## config.mk

```make
export PLATFORM = sky130hd
export DESIGN_NAME = des_core
export DESIGN_NICKNAME = d
export VERILOG_FILES = /design/src/rtl/des_core.sv
export SDC_FILE = /design/constraint.sdc
export NUM_CORES = 1
export LEC_CHECK = 0
export CORE_AREA = 2 2 129 131
export CTS_CLUSTER_SIZE = 24
export DETAILED_ROUTE_END_ITERATION = 10
export DIE_AREA = 0 0 131 133
export PLACE_DENSITY = 0.72
export SLEW_MARGIN = 20
export SYNTH_ARGS = -nofsm -noshare
export SYNTH_HDL_FRONTEND = slang
export SYNTH_SLANG_ARGS = --single-unit
```

## constraint.sdc

```tcl
create_clock -name clk -period 3.7 [get_ports clk]
set_clock_uncertainty 0.1 [all_clocks]
set_input_delay 0.925 -clock clk [delete_from_list [all_inputs] [get_ports clk]]
set_output_delay 0.925 -clock clk [all_outputs]
set_load 0.01 [all_outputs]
```

## src/rtl/des_core.sv

```systemverilog
// rtl/des_core.sv - iterative single-DES engine, one Feistel round per clock
//
// Purpose : encrypts or decrypts one 64-bit block with a 56-bit PC-1 permuted
//           key in 16 clocks, reusing one round datapath every cycle.
// Ports   : clk  - rising-edge clock
//           rst  - synchronous active-high reset
//           s    - start, accepted only while idle
//           e    - direction captured with start (1 = encrypt, 0 = decrypt)
//           k    - key {C0, D0}, parity-stripped and PC-1 permuted
//           in   - input block captured with start
//           out  - registered result block
//           busy - high while rounds are in progress
//           done - one-cycle pulse when out is updated

module des_core (
    input  logic        clk,
    input  logic        rst,
    input  logic        s,
    input  logic        e,
    input  logic [55:0] k,
    input  logic [63:0] in,
    output logic [63:0] out,
    output logic        busy,
    output logic        done
);

    // Table entries use FIPS numbering: bit 1 is the MSB of each vector.
    localparam int IP_T [64] = '{
        58, 50, 42, 34, 26, 18, 10,  2, 60, 52, 44, 36, 28, 20, 12,  4,
        62, 54, 46, 38, 30, 22, 14,  6, 64, 56, 48, 40, 32, 24, 16,  8,
        57, 49, 41, 33, 25, 17,  9,  1, 59, 51, 43, 35, 27, 19, 11,  3,
        61, 53, 45, 37, 29, 21, 13,  5, 63, 55, 47, 39, 31, 23, 15,  7};

    localparam int FP_T [64] = '{
        40,  8, 48, 16, 56, 24, 64, 32, 39,  7, 47, 15, 55, 23, 63, 31,
        38,  6, 46, 14, 54, 22, 62, 30, 37,  5, 45, 13, 53, 21, 61, 29,
        36,  4, 44, 12, 52, 20, 60, 28, 35,  3, 43, 11, 51, 19, 59, 27,
        34,  2, 42, 10, 50, 18, 58, 26, 33,  1, 41,  9, 49, 17, 57, 25};

    localparam int E_T [48] = '{
        32,  1,  2,  3,  4,  5,  4,  5,  6,  7,  8,  9,
         8,  9, 10, 11, 12, 13, 12, 13, 14, 15, 16, 17,
        16, 17, 18, 19, 20, 21, 20, 21, 22, 23, 24, 25,
        24, 25, 26, 27, 28, 29, 28, 29, 30, 31, 32,  1};

    localparam int P_T [32] = '{
        16,  7, 20, 21, 29, 12, 28, 17,  1, 15, 23, 26,  5, 18, 31, 10,
         2,  8, 24, 14, 32, 27,  3,  9, 19, 13, 30,  6, 22, 11,  4, 25};

    localparam int PC2_T [48] = '{
        14, 17, 11, 24,  1,  5,  3, 28, 15,  6, 21, 10,
        23, 19, 12,  4, 26,  8, 16,  7, 27, 20, 13,  2,
        41, 52, 31, 37, 47, 55, 30, 40, 51, 45, 33, 48,
        44, 49, 39, 56, 34, 53, 46, 42, 50, 36, 29, 32};

    // S-box contents row-major: entry index = {row[1:0], col[3:0]}.
    localparam int SBOX_T [8][64] = '{
        '{14,  4, 13,  1,  2, 15, 11,  8,  3, 10,  6, 12,  5,  9,  0,  7,
           0, 15,  7,  4, 14,  2, 13,  1, 10,  6, 12, 11,  9,  5,  3,  8,
           4,  1, 14,  8, 13,  6,  2, 11, 15, 12,  9,  7,  3, 10,  5,  0,
          15, 12,  8,  2,  4,  9,  1,  7,  5, 11,  3, 14, 10,  0,  6, 13},
        '{15,  1,  8, 14,  6, 11,  3,  4,  9,  7,  2, 13, 12,  0,  5, 10,
           3, 13,  4,  7, 15,  2,  8, 14, 12,  0,  1, 10,  6,  9, 11,  5,
           0, 14,  7, 11, 10,  4, 13,  1,  5,  8, 12,  6,  9,  3,  2, 15,
          13,  8, 10,  1,  3, 15,  4,  2, 11,  6,  7, 12,  0,  5, 14,  9},
        '{10,  0,  9, 14,  6,  3, 15,  5,  1, 13, 12,  7, 11,  4,  2,  8,
          13,  7,  0,  9,  3,  4,  6, 10,  2,  8,  5, 14, 12, 11, 15,  1,
          13,  6,  4,  9,  8, 15,  3,  0, 11,  1,  2, 12,  5, 10, 14,  7,
           1, 10, 13,  0,  6,  9,  8,  7,  4, 15, 14,  3, 11,  5,  2, 12},
        '{ 7, 13, 14,  3,  0,  6,  9, 10,  1,  2,  8,  5, 11, 12,  4, 15,
          13,  8, 11,  5,  6, 15,  0,  3,  4,  7,  2, 12,  1, 10, 14,  9,
          10,  6,  9,  0, 12, 11,  7, 13, 15,  1,  3, 14,  5,  2,  8,  4,
           3, 15,  0,  6, 10,  1, 13,  8,  9,  4,  5, 11, 12,  7,  2, 14},
        '{ 2, 12,  4,  1,  7, 10, 11,  6,  8,  5,  3, 15, 13,  0, 14,  9,
          14, 11,  2, 12,  4,  7, 13,  1,  5,  0, 15, 10,  3,  9,  8,  6,
           4,  2,  1, 11, 10, 13,  7,  8, 15,  9, 12,  5,  6,  3,  0, 14,
          11,  8, 12,  7,  1, 14,  2, 13,  6, 15,  0,  9, 10,  4,  5,  3},
        '{12,  1, 10, 15,  9,  2,  6,  8,  0, 13,  3,  4, 14,  7,  5, 11,
          10, 15,  4,  2,  7, 12,  9,  5,  6,  1, 13, 14,  0, 11,  3,  8,
           9, 14, 15,  5,  2,  8, 12,  3,  7,  0,  4, 10,  1, 13, 11,  6,
           4,  3,  2, 12,  9,  5, 15, 10, 11, 14,  1,  7,  6,  0,  8, 13},
        '{ 4, 11,  2, 14, 15,  0,  8, 13,  3, 12,  9,  7,  5, 10,  6,  1,
          13,  0, 11,  7,  4,  9,  1, 10, 14,  3,  5, 12,  2, 15,  8,  6,
           1,  4, 11, 13, 12,  3,  7, 14, 10, 15,  6,  8,  0,  5,  9,  2,
           6, 11, 13,  8,  1,  4, 10,  7,  9,  5,  0, 15, 14,  2,  3, 12},
        '{13,  2,  8,  4,  6, 15, 11,  1, 10,  9,  3, 14,  5,  0, 12,  7,
           1, 15, 13,  8, 10,  3,  7,  4, 12,  5,  6, 11,  0, 14,  9,  2,
           7, 11,  4,  1,  9, 12, 14,  2,  0,  6, 10, 13, 15,  3,  5,  8,
           2,  1, 14,  7,  4, 10,  8, 13, 15, 12,  9,  0,  3,  5,  6, 11}};

    function automatic logic [63:0] f_ip(input logic [63:0] x);
        logic [63:0] y;
        for (int i = 0; i < 64; i++) y[6'(63 - i)] = x[6'(64 - IP_T[i])];
        return y;
    endfunction

    function automatic logic [63:0] f_fp(input logic [63:0] x);
        logic [63:0] y;
        for (int i = 0; i < 64; i++) y[6'(63 - i)] = x[6'(64 - FP_T[i])];
        return y;
    endfunction

    function automatic logic [47:0] f_e(input logic [31:0] x);
        logic [47:0] y;
        for (int i = 0; i < 48; i++) y[6'(47 - i)] = x[5'(32 - E_T[i])];
        return y;
    endfunction

    function automatic logic [31:0] f_p(input logic [31:0] x);
        logic [31:0] y;
        for (int i = 0; i < 32; i++) y[5'(31 - i)] = x[5'(32 - P_T[i])];
        return y;
    endfunction

    function automatic logic [47:0] f_pc2(input logic [55:0] x);
        logic [47:0] y;
        for (int i = 0; i < 48; i++) y[6'(47 - i)] = x[6'(56 - PC2_T[i])];
        return y;
    endfunction

    function automatic logic [27:0] f_rot(input logic [27:0] x, input logic [1:0] amt,
                                          input logic left);
        case (amt)
            2'd1:    return left ? {x[26:0], x[27]}    : {x[0],    x[27:1]};
            2'd2:    return left ? {x[25:0], x[27:26]} : {x[1:0],  x[27:2]};
            default: return x;
        endcase
    endfunction

    logic [31:0]       r_l;
    logic [31:0]       r_r;
    logic [27:0]       r_c;
    logic [27:0]       r_d;
    logic [3:0]        r_cnt;
    logic              r_dir;
    logic              r_busy;
    logic              r_done;
    logic [63:0]       r_out;

    logic [1:0]        w_amt;
    logic [27:0]       w_c_rot;
    logic [27:0]       w_d_rot;
    logic [47:0]       w_ki;
    logic [7:0][5:0]   w_six;
    logic [7:0][3:0]   w_sbo;
    logic [31:0]       w_f;
    logic [31:0]       w_r_next;
    logic [63:0]       w_ip;
    logic [63:0]       w_fp;

    // Decrypt walks the schedule backwards: the loaded {C0,D0} already equals
    // {C16,D16}, so round 1 needs no rotation and later rounds undo the
    // encrypt shift of the round they mirror.
    always_comb begin
        w_amt = 2'd2;
        if (r_cnt == 4'd0) begin
            w_amt = r_dir ? 2'd1 : 2'd0;
        end else if (r_cnt == 4'd1 || r_cnt == 4'd8 || r_cnt == 4'd15) begin
            w_amt = 2'd1;
        end
    end

    assign w_c_rot = f_rot(r_c, w_amt, r_dir);
    assign w_d_rot = f_rot(r_d, w_amt, r_dir);
    assign w_ki    = f_pc2({w_c_rot, w_d_rot});
    assign w_six   = f_e(r_r) ^ w_ki;

    // w_six[7] feeds S1; row is the outer bit pair, column the middle four.
    always_comb begin
        w_sbo = '0;
        for (int b = 0; b < 8; b++) begin
            w_sbo[3'(7 - b)] = 4'(SBOX_T[b][{w_six[3'(7 - b)][5], w_six[3'(7 - b)][0],
                                            w_six[3'(7 - b)][4:1]}]);
        end
    end

    assign w_f      = f_p(w_sbo);
    assign w_r_next = r_l ^ w_f;
    assign w_ip     = f_ip(in);
    // Round-16 output halves are swapped before the inverse permutation.
    assign w_fp     = f_fp({w_r_next, r_r});

    always_ff @(posedge clk) begin
        if (rst) begin
            r_l    <= '0;
            r_r    <= '0;
            r_c    <= '0;
            r_d    <= '0;
            r_cnt  <= '0;
            r_dir  <= 1'b0;
            r_busy <= 1'b0;
            r_done <= 1'b0;
            r_out  <= '0;
        end else begin
            r_done <= 1'b0;
            if (!r_busy) begin
                if (s) begin
                    r_l    <= w_ip[63:32];
                    r_r    <= w_ip[31:0];
                    r_c    <= k[55:28];
                    r_d    <= k[27:0];
                    r_dir  <= e;
                    r_cnt  <= '0;
                    r_busy <= 1'b1;
                end
            end else begin
                r_c   <= w_c_rot;
                r_d   <= w_d_rot;
                r_l   <= r_r;
                r_r   <= w_r_next;
                r_cnt <= r_cnt + 4'd1;
                if (r_cnt == 4'd15) begin
                    r_out  <= w_fp;
                    r_done <= 1'b1;
                    r_busy <= 1'b0;
                end
            end
        end
    end

    assign out  = r_out;
    assign busy = r_busy;
    assign done = r_done;

endmodule

```

**Word-level counts from Yosys, hierarchy flattened**

Memories as Yosys holds them, arrays and structs flattened.
Index checks and enable logic that the tools add are counted.

- Logic and storage cells: 64
- Input port bits: 124
- Memories: 4
- Bits in registers: 115
- Bits in read-only memories: 8,192

- $add $sub $neg: 1
- Muxes and demuxes: 25
- Bitwise gates (word level): 7
- $lt $le $gt $ge: 4
- Reduce and logical (&&, ||, !) cells: 8
- Equality and inequality tests: 6

Memories:

| memory | depth | bits a word | rd ports | clocked after Yosys merged registers in | write ports | line | source |
|---|---|---|---|---|---|---|---|
| (name not given) | 64 | 32 | 1 | 0 | 0 | 172 | `w_sbo[3'(7 - b)] = 4'(SBOX_T[b][{w_six[3'(7 - b)][5], w_six[3'(7 - b)][0],` |
| (name not given) | 64 | 32 | 1 | 0 | 0 | 172 |  |
| (name not given) | 64 | 32 | 1 | 0 | 0 | 172 |  |
| (name not given) | 64 | 32 | 1 | 0 | 0 | 172 |  |

Operators with widths:

| kind | count |
|---|---|
| two-way mux 28 bit | 4 |
| two-way mux 32 bit | 3 |
| case mux 28 bit (2 select lines) | 1 |
| bitwise XOR 32 bit | 1 |
| greater-or-equal comparator 7 bit (second input constant) | 4 |
| inverter 6 -> 7 bit | 4 |
| bitwise XOR 24 bit | 1 |
| two-way mux 4 bit | 4 |
| two-way mux 3 bit | 4 |
| == test 4 bit (second input constant) | 2 |
| two-way mux 2 bit | 4 |
| AND reduction 2 bit | 3 |
| two-way mux 1 bit | 5 |
| adder 4 x 1 -> 4 bit (second input constant) | 1 |
| == test 4 x 1 -> 1 bit (second input constant) | 1 |
| logical NOT 4 bit | 1 |
| != test 3 x 1 -> 1 bit (second input constant) | 1 |
| == test 2 x 1 -> 1 bit (second input constant) | 1 |
| == test 2 bit (second input constant) | 1 |
| logical OR 1 bit | 2 |
| nonzero test 2 bit | 1 |
| OR reduction 2 bit | 1 |
| inverter 1 bit | 1 |

**Depth between registers and ports, before layout**

Gate-level depths: netlist of the first run.

- Depth after elaboration: 14
- Mapped depth: 18
- Depth with buffers taken out: 16

**Worst setup path before layout of the first run**

Ideal clock, no wire load.

- Path type: register to register
- Start point: register r_cnt[0]
- End point: register r_r[13]
- Data arrival time: 3.275 ns
- Path slack: 0.246 ns
- Clock period less this slack: 3.454 ns
- Cell stages (with the launch flop): 18
- Library setup time: 0.079 ns
- Required time: 3.521 ns
- Buffers on the path: 2
- Cells stage by stage: dfxtp_1 -> inv_1 -> ha_1 -> or2_1 -> buf_2 -> o21ai_2 -> buf_6 -> nor3_1 -> o32ai_2 -> inv_1 -> ha_1 -> mux2_2 -> a21oi_1 -> o21ai_0 -> o2111ai_1 -> nand4_1 -> xor2_1 -> a211oi_2

- Cells in the longest elaborated chain, start to end: 14
- Elaborated cells between the ends (all ways): 18

Ends and longest elaborated chain:

| element | line | source |
|---|---|---|
| start: declaration | 134 | `logic [3:0] r_cnt;` |
| start signal: assignment | 211 | `r_cnt <= r_cnt + 4'd1;` |
| == test 4 x 1 -> 1 bit / == test 4 bit (equally long branches) | 158 | `end else if (r_cnt == 4'd1 \|\| r_cnt == 4'd8 \|\| r_cnt == 4'd15) begin` |
| logical OR 1 bit (2 in series) | 158 |  |
| two-way mux 2 bit | 158 |  |
| two-way mux 2 bit (*) | 156 | `if (r_cnt == 4'd0) begin` |
| == test 2 bit / == test 2 x 1 -> 1 bit (equally long branches) | 123 | `case (amt)` |
| case mux 28 bit (2 select lines) (*) | 123 |  |
| bitwise XOR 24 bit (*) | 166 | `assign w_six = f_e(r_r) ^ w_ki;` |
| inverter 6 -> 7 bit (not written as such) (*) | 172 |  |
| memory read (64 x 32 bit) (*) | - |  |
| two-way mux 3 bit (not written as such) (*) (2 in series) | 172 |  |
| bitwise XOR 32 bit (*) | 178 | `assign w_r_next = r_l ^ w_f;` |
| two-way mux 32 bit (*) | 196 | `if (!r_busy) begin` |
| end signal: assignment | 199 | `r_r <= w_ip[31:0];` |
| end signal: assignment | 210 | `r_r <= w_r_next;` |
| end: declaration | 131 | `logic [31:0] r_r;` |

Mark *: on every way between the ends. The rest lies on a longest branch, timed or not. The select of a mux whose other input is x is not followed.
A chain may end at the register's enable or synchronous reset.

**Worst setup path after layout of the first run**

- Start point: register r_cnt[1]
- End point: register r_r[10]

- Cells in the longest elaborated chain, start to end: 14
- Elaborated cells between the ends (all ways): 18

Ends and longest elaborated chain:

| element | line |
|---|---|
| == test 4 x 1 -> 1 bit / == test 4 bit (equally long branches) | 158 |
| logical OR 1 bit (2 in series) | 158 |
| two-way mux 2 bit | 158 |
| two-way mux 2 bit (*) | 156 |
| == test 2 bit / == test 2 x 1 -> 1 bit (equally long branches) | 123 |
| case mux 28 bit (2 select lines) (*) | 123 |
| bitwise XOR 24 bit (*) | 166 |
| inverter 6 -> 7 bit (not written as such) (*) | 172 |
| memory read (64 x 32 bit) (*) | - |
| two-way mux 4 bit (not written as such) (*) (2 in series) | 172 |
| bitwise XOR 32 bit (*) | 178 |
| two-way mux 32 bit (*) | 196 |

Marks and branches as above.

==> results of run 1 <==
critical path: stages (launching register included):
cell	delay, ns
dfxtp_2	0.33
inv_1	0.10
ha_2	0.22
or4b_4	0.54
buf_4	0.20
buf_4	0.15
nor2_1	0.09
o22ai_1	0.15
nand3_1	0.20
and2_0	0.41
inv_1	0.21
mux2i_1	0.16
o211a_1	0.23
o21a_1	0.18
o31ai_2	0.16
cells in the mapped netlist, drive strengths merged (7+ instances only):
cell type  instances  area (sq um)
a211oi            27           208
a21oi             49           260
a311oi             7          61.3
a31oi              9          71.3
buf               75           572
clkbuf            30           113
dfxtp             78          1560
ha                24           300
inv               26          97.6
mux2               8          93.8
mux2i             48           480
nand2             90           338
nand3             11          60.1
nor2              84           333
nor2b             18           113
nor3              12          60.1
nor4               8          50.1
o211ai            16           130
o21ai             22           114
o22ai              8          56.3
or3                7          43.8
xnor2             12           105
xor2              10           110
per-layer routing:
layer,GRT usage (%),vias up,part of all wire [%]
li1,-,2867,-
met1,27.8,2791,44
met2,33.3,239,46
met3,3.84,53,7.1
met4,7.57,0,3.3
met5,0,-,0
placed cells by master, fill, tap and decap left out, types with 11 or more instances in the layout:
| cell type | synthesis | routed |
|---|---|---|
| nand2_1 | 90 | 90 |
| nor2_1 | 81 | 81 |
| dfxtp_1 | 78 | 75 |
| clkdlybuf4s50_1 | 0 | 63 |
| buf_4 | 53 | 57 |
| mux2i_1 | 48 | 48 |
| conb_1 | 1 | 48 |
| a21oi_1 | 47 | 47 |
| a211oi_1 | 26 | 25 |
| inv_1 | 24 | 24 |
| ha_1 | 24 | 22 |
| o21ai_0 | 19 | 19 |
| nor2b_1 | 18 | 17 |
| o211ai_1 | 14 | 14 |
| xnor2_1 | 12 | 12 |
| nor3_1 | 12 | 11 |
sequential cells by signal (all words and copies together), names as in the netlist:
name   flops
out       16
busy       1
r_cnt      4
r_r       20
done       1
r_dir      1
r_d       28
r_l        7
final cells by class:
type                    instances  area, sq um
fillers                      1584         8660
multi-input cells             625         4200
flip-flops and latches         78         1570
repair buffers                123         1080
well taps                     220          275
clock buffers                  10          229
inverters                      26         97.6
clock inverters                 6         70.1
per-stage QoR:
stage | std cells | setup TNS (ns) | setup WS [ns] | power, uW
global route | 1088 | -0.0110 | -0.0110 | 3620
global placement | 1068 | 0 | 0.138 | 2470
finish | 1088 | 0 | 0.200 | 3420
CTS | 1084 | 0 | 0.0202 | 3400
floorplan | 833 | 0 | 0.246 | 2130
detailed placement | 1068 | 0 | 0.0427 | 2500
worst max path at each step:
stage	cells past startpoint	end	slack, ns	from
floorplan	17	r_r[13]	0.25	r_cnt[0]
global placement	15	r_r[0]	0.14	r_cnt[0]
detailed placement	15	r_r[10]	0.04	r_cnt[0]
CTS	15	r_r[10]	0.02	r_cnt[0]
global route	16	r_r[13]	-0.01	r_cnt[1]
finish	14	r_r[10]	0.20	r_cnt[1]
where the power goes:
| part | switching (uW) | internal [uW] |
|---|---|---|
| combinational | 819 | 691 |
| clock | 374 | 526 |
| sequential | 105 | 906 |
| total | 1300 | 2120 |
cells by family (layout without fill, tap and decap cells):
kind of cell | Yosys count | count (layout) | synth area share, %
multiplexers | 59 | 59 | 10.2
other | 1 | 48 | 0.0594
adder cells (fa/ha/maj) | 24 | 24 | 4.75
buffers and inverters | 131 | 165 | 12.4
AO/OA/AOI/OAI | 204 | 205 | 24.2
XOR/XNOR | 22 | 22 | 3.41
AND/OR/NAND/NOR | 267 | 267 | 20.2
flip-flops | 78 | 78 | 24.7
repair_timing:
action,in CTS,in global routing
buffers inserted,0,3
endpoints found under the setup margin,0,6
hold endpoints to repair,0,0
gates resized for setup,0,14
==> impl_results.md, run 1 <==
- Fin Hold WS: 0.352 ns
- Largest net degree at the start of global routing: 48
- Gate Count Post-Synth: 786
- Number of synthesis warnings: 0
- Slew Viols, Final: 0
- Sequential share of the synthesized area: 24.7%
- CP Max Fanout: 8
- Critical setup path kind: flop to flop
- Layout cells sized above 1: 15.2%
- CTS root buf: clkbuf_16
- Unique masters post-synth: 94
- RD Place Congestion: 0.986
- H-tree depth: 3
- Die Ht: 133 um
- FF-to-FF setup slack: 0.20 ns
- Starting Density: 39.1%
- Hpwl dp: 13500 um
- Max_cap viols: 0
- ANT cells: 0
- I/O pin cnt: 190
- Setup violations, final: 0
- Post-route ant nets: 0
- DRT Wirelength: 18100 um
- Initial antenna violation count: 0
- CP startpoint kind: flop
- # hold bufs at CTS: 0
- Fraction of registers with async set/reset: 0%
- First-pass GRT wire length: 28500 um
- Sink Count: 78
- Die span in x: 131 um
- VDD IR max: 281 uV
- Tightest Pin Transition: 0.779 ns
- Clock Latency Late Sink: 0.34 ns
- Main synth FF type: dfxtp_1
- Vias in the first global route: 5481
- Leakage: 0.00299 uW
- Global Route Usage Sum: 20.8%
- Max_slew headroom: 47.9%
- Die ar.: 0.0174 sq mm
- Area Growth Syn to Fin: 19.0%
- Layout net count: 1011
- Post-placement cell area: 0.00714 sq mm
- Port bufs: 65
- Row count: 47
- PD cells: 455 mW/mm^2
- Reg2reg end: r_r[10]
- Mean area per synthesized cell: 8.04 sq um
- WHS Path Cells: 2
- TritonCTS Buffers: 9
- Total gr overflow: 0
- Hold EP: out[29]
- Cell Area, Synth: 0.00632 sq mm
- Deepest clock path buffer count: 2
- Drt pass-1 iters: 7
- Post-synth EDFFs: 0
- Worst min-delay path startpoint: r_r[20]
- CTS clk-pin slew, worst paths: 0.06 ns
- Drt first-iter violations: 459
- Core area: 0.0162 sq mm
- DR WL/cell: 16.7 um
- Yosys reg bits: 78
- Final Cell Area: 0.00752 sq mm
- Crit share post-route: 94.6%
- Status: finished, final reports clean
- DR vias: 5950
- Drt drc: 0
- Worst reg-to-reg path cell count: 14
- Fin crit period: 3.50 ns
- Final hold vios: 0
- Post-layout util: 46.5%
- Critical path capture point type: flop
- Critical R2R Launch: r_cnt[1]
- Via density per instance: 5.47
- Max Freq: 286 MHz
- WP data required: 3.87 ns
- Critical Path AT: 3.66 ns
- CTS tree: built
- Worst min path class: flop to flop
Note: power is estimated with default switching activity, not from simulation.
==> inputs of run 2 (changes only) <==
PLACE_DENSITY = 0.69   (was 0.72)
clock period = 3.4 ns   (was 3.7 ns; I/O delays follow)
==> run 2 against run 1 <==
  * Flip-flop and latch count is the same
  * Critical path depth did not move
  * Critical path type unchanged
  * Sequential power increased by 8%
  * Total power rose by 17%
  * Largest power group unchanged
  * Highest routed layer unchanged
  * Sequential share of layout area decreased by 1.7 points
  * Via count rose by 3.0%
==> impl_results.md, run 2 (synthesis gave the netlist of run 1 again) <==
- Status: finished, final reports clean
- Leakage: 0.00329 uW (+10%)
- DRT Wirelength: 19600 um (+7.9%)
- Final hold vios: 0 (unchanged)
- Deepest clock path buffer count: 2 (unchanged)
- Drt first-iter violations: 460 (+0.22%)
- TritonCTS Buffers: 9 (unchanged)
- Vias in the first global route: 5799 (+5.8%)
- Setup violations, final: 0 (unchanged)
- Area Growth Syn to Fin: 29.5%
- Largest reg by FF count: r_d
- Starting Density: 39.1% (unchanged)
- Fin crit period: 3.36 ns (-0.144 ns)
- Row count: 47 (unchanged)
- Total gr overflow: 0 (unchanged)
- Max_slew headroom: 49.6% (+1.7 points)
- Final Cell Area: 0.00818 sq mm (+8.9%)
- Worst min path class: flop to flop
- Tightest Pin Transition: 0.753 ns (-0.0260 ns)
- CTS tree: built
- First-pass GRT wire length: 30500 um (+7.0%)
- Die Ht: 133 um (unchanged)
- CP Cell Sequence: inv_2, ha_4, or4b_4, buf_4, buf_4, a31oi_4, buf_4, nand3b_2, and2_4, or3_1, o211ai_2, nand4_1, xor2_1, a211oi_2
- Largest net degree at the start of global routing: 60 (+25%)
- Port bufs: 65 (unchanged)
- RD Place Congestion: 1.01 (+2.1%)
- Layout net count: 1064 (+5.2%)
- Layout cells sized above 1: 23.7% (+8.5 points)
- Hpwl dp: 14200 um (+5.0%)
- Cell family with most CP delay: simple AND/OR/NAND/NOR gates
- CP startpoint kind: flop
- CP bufs+invs: 4 (unchanged)
- DR WL/cell: 17.1 um (+2.9%)
- I/O pin cnt: 190 (unchanged)
- DR vias: 6126 (+3.0%)
- Most frequent cells in the layout: buf_4 (102), nand2_1 (89), nor2_1 (81), dfxtp_1 (75), clkdlybuf4s50_1 (63)
- VDD IR max: 322 uV (+15%)
- Clock Latency Late Sink: 0.35 ns (about the same)
- Critical path capture point type: flop
- Critical setup path kind: flop to flop
- # hold bufs at CTS: 0 (unchanged)
- Unrepaired setup endpoints after global routing: true
- Post-route ant nets: 0 (unchanged)
- Max reg flops: 28 (unchanged)
- ANT cells: 0 (unchanged)
- Fin Hold WS: 0.356 ns (+0.00343 ns)
- Initial antenna violation count: 0 (unchanged)
- CP Max Fanout: 7 (-1)
- Most frequent CP cell: buf_4
- Post-placement cell area: 0.00758 sq mm (+6.2%)
- CTS root buf: clkbuf_16
- Max_cap viols: 0 (unchanged)
- Die ar.: 0.0174 sq mm (unchanged)
- Die span in x: 131 um (unchanged)
- WP data required: 3.57 ns (-0.30 ns)
- Via density per instance: 5.37 (-1.8%)
- Critical path's slowest cell: or4b_4
- Global Route Usage Sum: 22.3% (+1.5 points)
- Crit share post-route: 98.7% (+4.1 points)
- Power, Total: 3990 uW (+17%)
- Max Freq: 298 MHz (+4.3%)
- Core area: 0.0162 sq mm (unchanged)
- Drt drc: 0 (unchanged)
- Worst path max stage delay: 0.53 ns (about the same)
- Drt pass-1 iters: 5 (-2)
- Commonest non-fill, non-tap cell in the layout: buf_4
- Critical Path AT: 3.53 ns (-0.13 ns)
- CTS clk-pin slew, worst paths: 0.06 ns (about the same)
- Sink Count: 78 (unchanged)
- Slew Viols, Final: 0 (unchanged)
- Final WS setup: 0.0448 ns (-0.156 ns)
- Pre-CTS setup slack: -0.161 ns (-0.204 ns)
- H-tree depth: 3 (unchanged)
- PD cells: 488 mW/mm^2 (+7.2%)
==> run 2: changes by cell type in the layout (fill, tap and decap cells not counted), sizes merged <==
cell	delta
o21a	-1
clkinvlp	-1
bufinv	-1
clkinv	+1
buf	+54
inv	+1
==> run 2: path summary, 6_finish.rpt <==
| kind | endpoint | slack [ns] | cells after the start | start |
|---|---|---|---|---|
| worst max-delay path | r_r[13] | 0.04 | 14 | r_cnt[1] |
| worst min-delay path | out[21] | 0.36 | 2 | r_r[21] |
| worst max register to register | r_r[13] | 0.04 | 14 | r_cnt[1] |
| worst min register to register | out[21] | 0.36 | 2 | r_r[21] |
==> run 2: cell type report <==
class / count / area (sq um)
timing repair buffer: 177 / 1550
fill: 1558 / 7990
sequential: 78 / 1570
clock buffer: 10 / 229
clock inverter: 6 / 46.3
multi-input combinational: 624 / 4420
inverter: 26 / 100
tap: 220 / 275
==> run 2: worst register-to-register path, delay by kind of cell, from the launching register on <==
kind / cells / cell delay, ns
xor gates and xnor gates: 1 / 0.22
DFF: 1 / 0.32
AOI/OAI and AO/OA: 3 / 0.45
adders and majority gates: 1 / 0.15
and+or+nand+nor: 5 / 1.42
buffers and inverters: 4 / 0.63
==> run 2: stage by stage <==
step	std cells	TNS [ns]	utilization [%]
after floorplan	833	-0.0196	-
after global placement	1121	-0.400	46.9
after detailed placement	1121	-0.477	46.9
after CTS	1138	0	48.9
after global routing	1141	-0.212	50.6
final	1141	0	50.6
==> run 2: where the power goes <==
group          switching [uW]  internal (uW)
sequential                103            987
combinational            1010            966
clock                     424            500
total                    1540           2450
==> run 2: repair_timing <==
| item | in CTS | in global routing |
|---|---|---|
| gates resized for setup | 14 | 52 |
| endpoints found under the setup margin | 5 | 7 |
| pin swaps | 6 | 10 |
| buffers inserted | 1 | 3 |
==> run 2: metal layers <==
metal / share of wire (%) / GRT usage, %
met3: 6.6 / 4.93
met4: 3.4 / 8.63
met5: 0 / 0
met1: 43 / 29.5
met2: 47 / 35.3
==> inputs of run 3 (changes only) <==
CTS_CLUSTER_SIZE = 20   (was 24)
clock period = 3.2 ns   (was 3.4 ns; I/O delays follow)
==> run 3 against run 2 <==
  * Clock power up 15%
  * Design area up 3.1%
  * The flow now finishes with violations (negative setup slack)
  * Largest power group unchanged
  * Maximum frequency up 2.0%
  * Cell count up 0.79%
  * Highest routed layer unchanged
  * Total power up 13%
  * Sequential share of layout area down 0.55 points
  * Critical endpoint is now r_r[7]
  * Routed wire length up 0.52%
  * Via count up 1.1%
==> impl_results.md, run 3 (synthesis gave the netlist of run 1 again) <==
- Status: finished, violations left
- Failing checks: negative setup slack
- Area Growth Syn to Fin: 33.6%
- Via density per instance: 5.38 (+0.29%)
- PD cells: 533 mW/mm^2 (+9.2%)
- Non-filler cells, final: 1150 (+0.79%)
- Fin crit period: 3.29 ns (-0.0668 ns)
- Most frequent cells in the layout: buf_4 (109), nand2_1 (89), nor2_1 (79), dfxtp_1 (75), clkdlybuf4s50_1 (63)
- Die Ht: 133 um (unchanged)
- Final hold vios: 0 (unchanged)
- Largest reg by FF count: r_d
- Max reg flops: 28 (unchanged)
- Starting Density: 39.1% (unchanged)
- First-pass GRT wire length: 30800 um (+1.1%)
- # hold bufs at CTS: 0 (unchanged)
- Fin Hold WS: 0.353 ns (-0.00241 ns)
- WP data required: 3.37 ns (-0.20 ns)
- Largest net degree at the start of global routing: 49 (-18%)
- Deepest clock path buffer count: 2 (unchanged)
- CTS root buf: clkbuf_16
- I/O pin cnt: 190 (unchanged)
- CP startpoint kind: flop
- Final Cell Area: 0.00844 sq mm (+3.1%)
- Tightest Pin Transition: 0.743 ns (-0.00983 ns)
- Initial antenna violation count: 0 (unchanged)
- Hpwl dp: 14400 um (+1.9%)
- CP Max Fanout: 7 (unchanged)
- Max_cap viols: 0 (unchanged)
- Die span in x: 131 um (unchanged)
- Drt pass-1 iters: 5 (unchanged)
- Port bufs: 65 (unchanged)
- Worst min path class: flop to flop
- Commonest non-fill, non-tap cell in the layout: buf_4
- Slew Viols, Final: 0 (unchanged)
- VDD IR max: 285 uV (-12%)
- Drt drc: 0 (unchanged)
- Layout cells sized above 1: 26.5% (+2.8 points)
- Post-placement cell area: 0.00773 sq mm (+2.0%)
- Layout net count: 1073 (+0.85%)
- Total gr overflow: 0 (unchanged)
- ANT cells: 0 (unchanged)
- Core area: 0.0162 sq mm (unchanged)
- Die ar.: 0.0174 sq mm (unchanged)
- CTS clk-pin slew, worst paths: 0.06 ns (about the same)
- Setup violations, final: 4 (+4)
- DR vias: 6192 (+1.1%)
- Max_slew headroom: 50.3% (+0.66 points)
- Unrepaired setup endpoints after global routing: true
- Row count: 47 (unchanged)
- Max Freq: 304 MHz (+2.0%)
- Final WS setup: -0.0884 ns (-0.133 ns)
- Sink Count: 78 (unchanged)
- Critical Path AT: 3.46 ns (-0.07 ns)
- DR WL/cell: 17.1 um (-0.26%)
- Post-route ant nets: 0 (unchanged)
- Inst Count DP: 1128 (+0.62%)
- H-tree depth: 3 (unchanged)
- Crit share post-route: 103% (+4.1 points)
- RD Place Congestion: 1.04 (+2.8%)
- TritonCTS Buffers: 9 (unchanged)
- Vias in the first global route: 5889 (+1.6%)
- DRT Wirelength: 19700 um (+0.52%)
- Leakage: 0.00338 uW (+2.9%)
- Critical setup path kind: flop to flop
- Setup TNS: -0.228 ns (-0.228 ns)
- Global Route Usage Sum: 22.5% (+0.17 points)
- CTS tree: built
- Clock Latency Late Sink: 0.35 ns (about the same)
- Critical path capture point type: flop
- Post-layout util: 52.2% (+1.6 points)
- Drt first-iter violations: 367 (-20%)
## run 3: cell count changes in the layout (fill, tap and decap cells not counted), moves of 3 or more
cell,previous run,this run
o221ai_2,1,4
xnor2_2,1,4
o21ai_0,17,14
o221ai_1,4,1
buf_4,102,109
xnor2_1,11,8
## run 3: what timing repair did
item / 4_1_cts / 5_1_grt
setup endpoints to repair: 7 / 7
gates resized for setup: 48 / 28
gates cloned: 0 / 0
buffers inserted: 2 / 4
pin swaps: 28 / 20
## run 3: area by class of cell
| cell class | count | area, sq um |
|---|---|---|
| clock buffer | 10 | 229 |
| sequential | 78 | 1570 |
| clock inverter | 6 | 68.8 |
| fill | 1498 | 7730 |
| multi-input combinational | 624 | 4550 |
| inverter | 26 | 105 |
| tap | 220 | 275 |
| timing repair buffer | 186 | 1640 |
## run 3: worst paths after layout
kind	slack [ns]	from	endpoint	cells past startpoint
min reg2reg	0.35	r_r[21]	out[21]	2
max reg2reg	-0.09	r_cnt[0]	r_r[7]	15
max	-0.09	r_cnt[0]	r_r[7]	15
min	0.35	r_r[21]	out[21]	2
## run 3: power breakdown
| part | internal, uW | switching, uW | total (uW) | leakage [uW] |
|---|---|---|---|---|
| registers | 1050 | 108 | 1160 | 0.000640 |
| logic | 1130 | 1160 | 2290 | 0.00260 |
| clock network | 611 | 446 | 1060 | 0.000143 |
## run 3: per-layer routing
layer / part of all wire [%] / track usage (%) / up-vias / wire length, um
li1: - / - / 2990 / -
met1: 43 / 29.5 / 2935 / 8480
met2: 48 / 36.6 / 225 / 9390
met3: 6.2 / 4.00 / 42 / 1230
met4: 2.8 / 8.45 / 0 / 557
met5: 0 / 0 / - / 0
## run 3: per-stage QoR
stage               total power [uW]  setup slack [ns]
floorplan                       2520           -0.0437
global placement                3140            -0.259
detailed placement              3170            -0.329
CTS                             4350           -0.0783
global route                    4740            -0.245
finish                          4500           -0.0884
## run 3: worst max-delay path, stage by stage (launching register included)
cell and delay [ns]:
dfxtp_4 0.37, inv_4 0.04, ha_4 0.16, or2_4 0.24
o21a_4 0.23, buf_12 0.14, buf_8 0.13, mux2_4 0.31
a22oi_2 0.23, xnor2_2 0.15, inv_1 0.09, ha_2 0.17
or3_4 0.39, a311oi_2 0.27, mux2i_1 0.10, o211ai_1 0.09
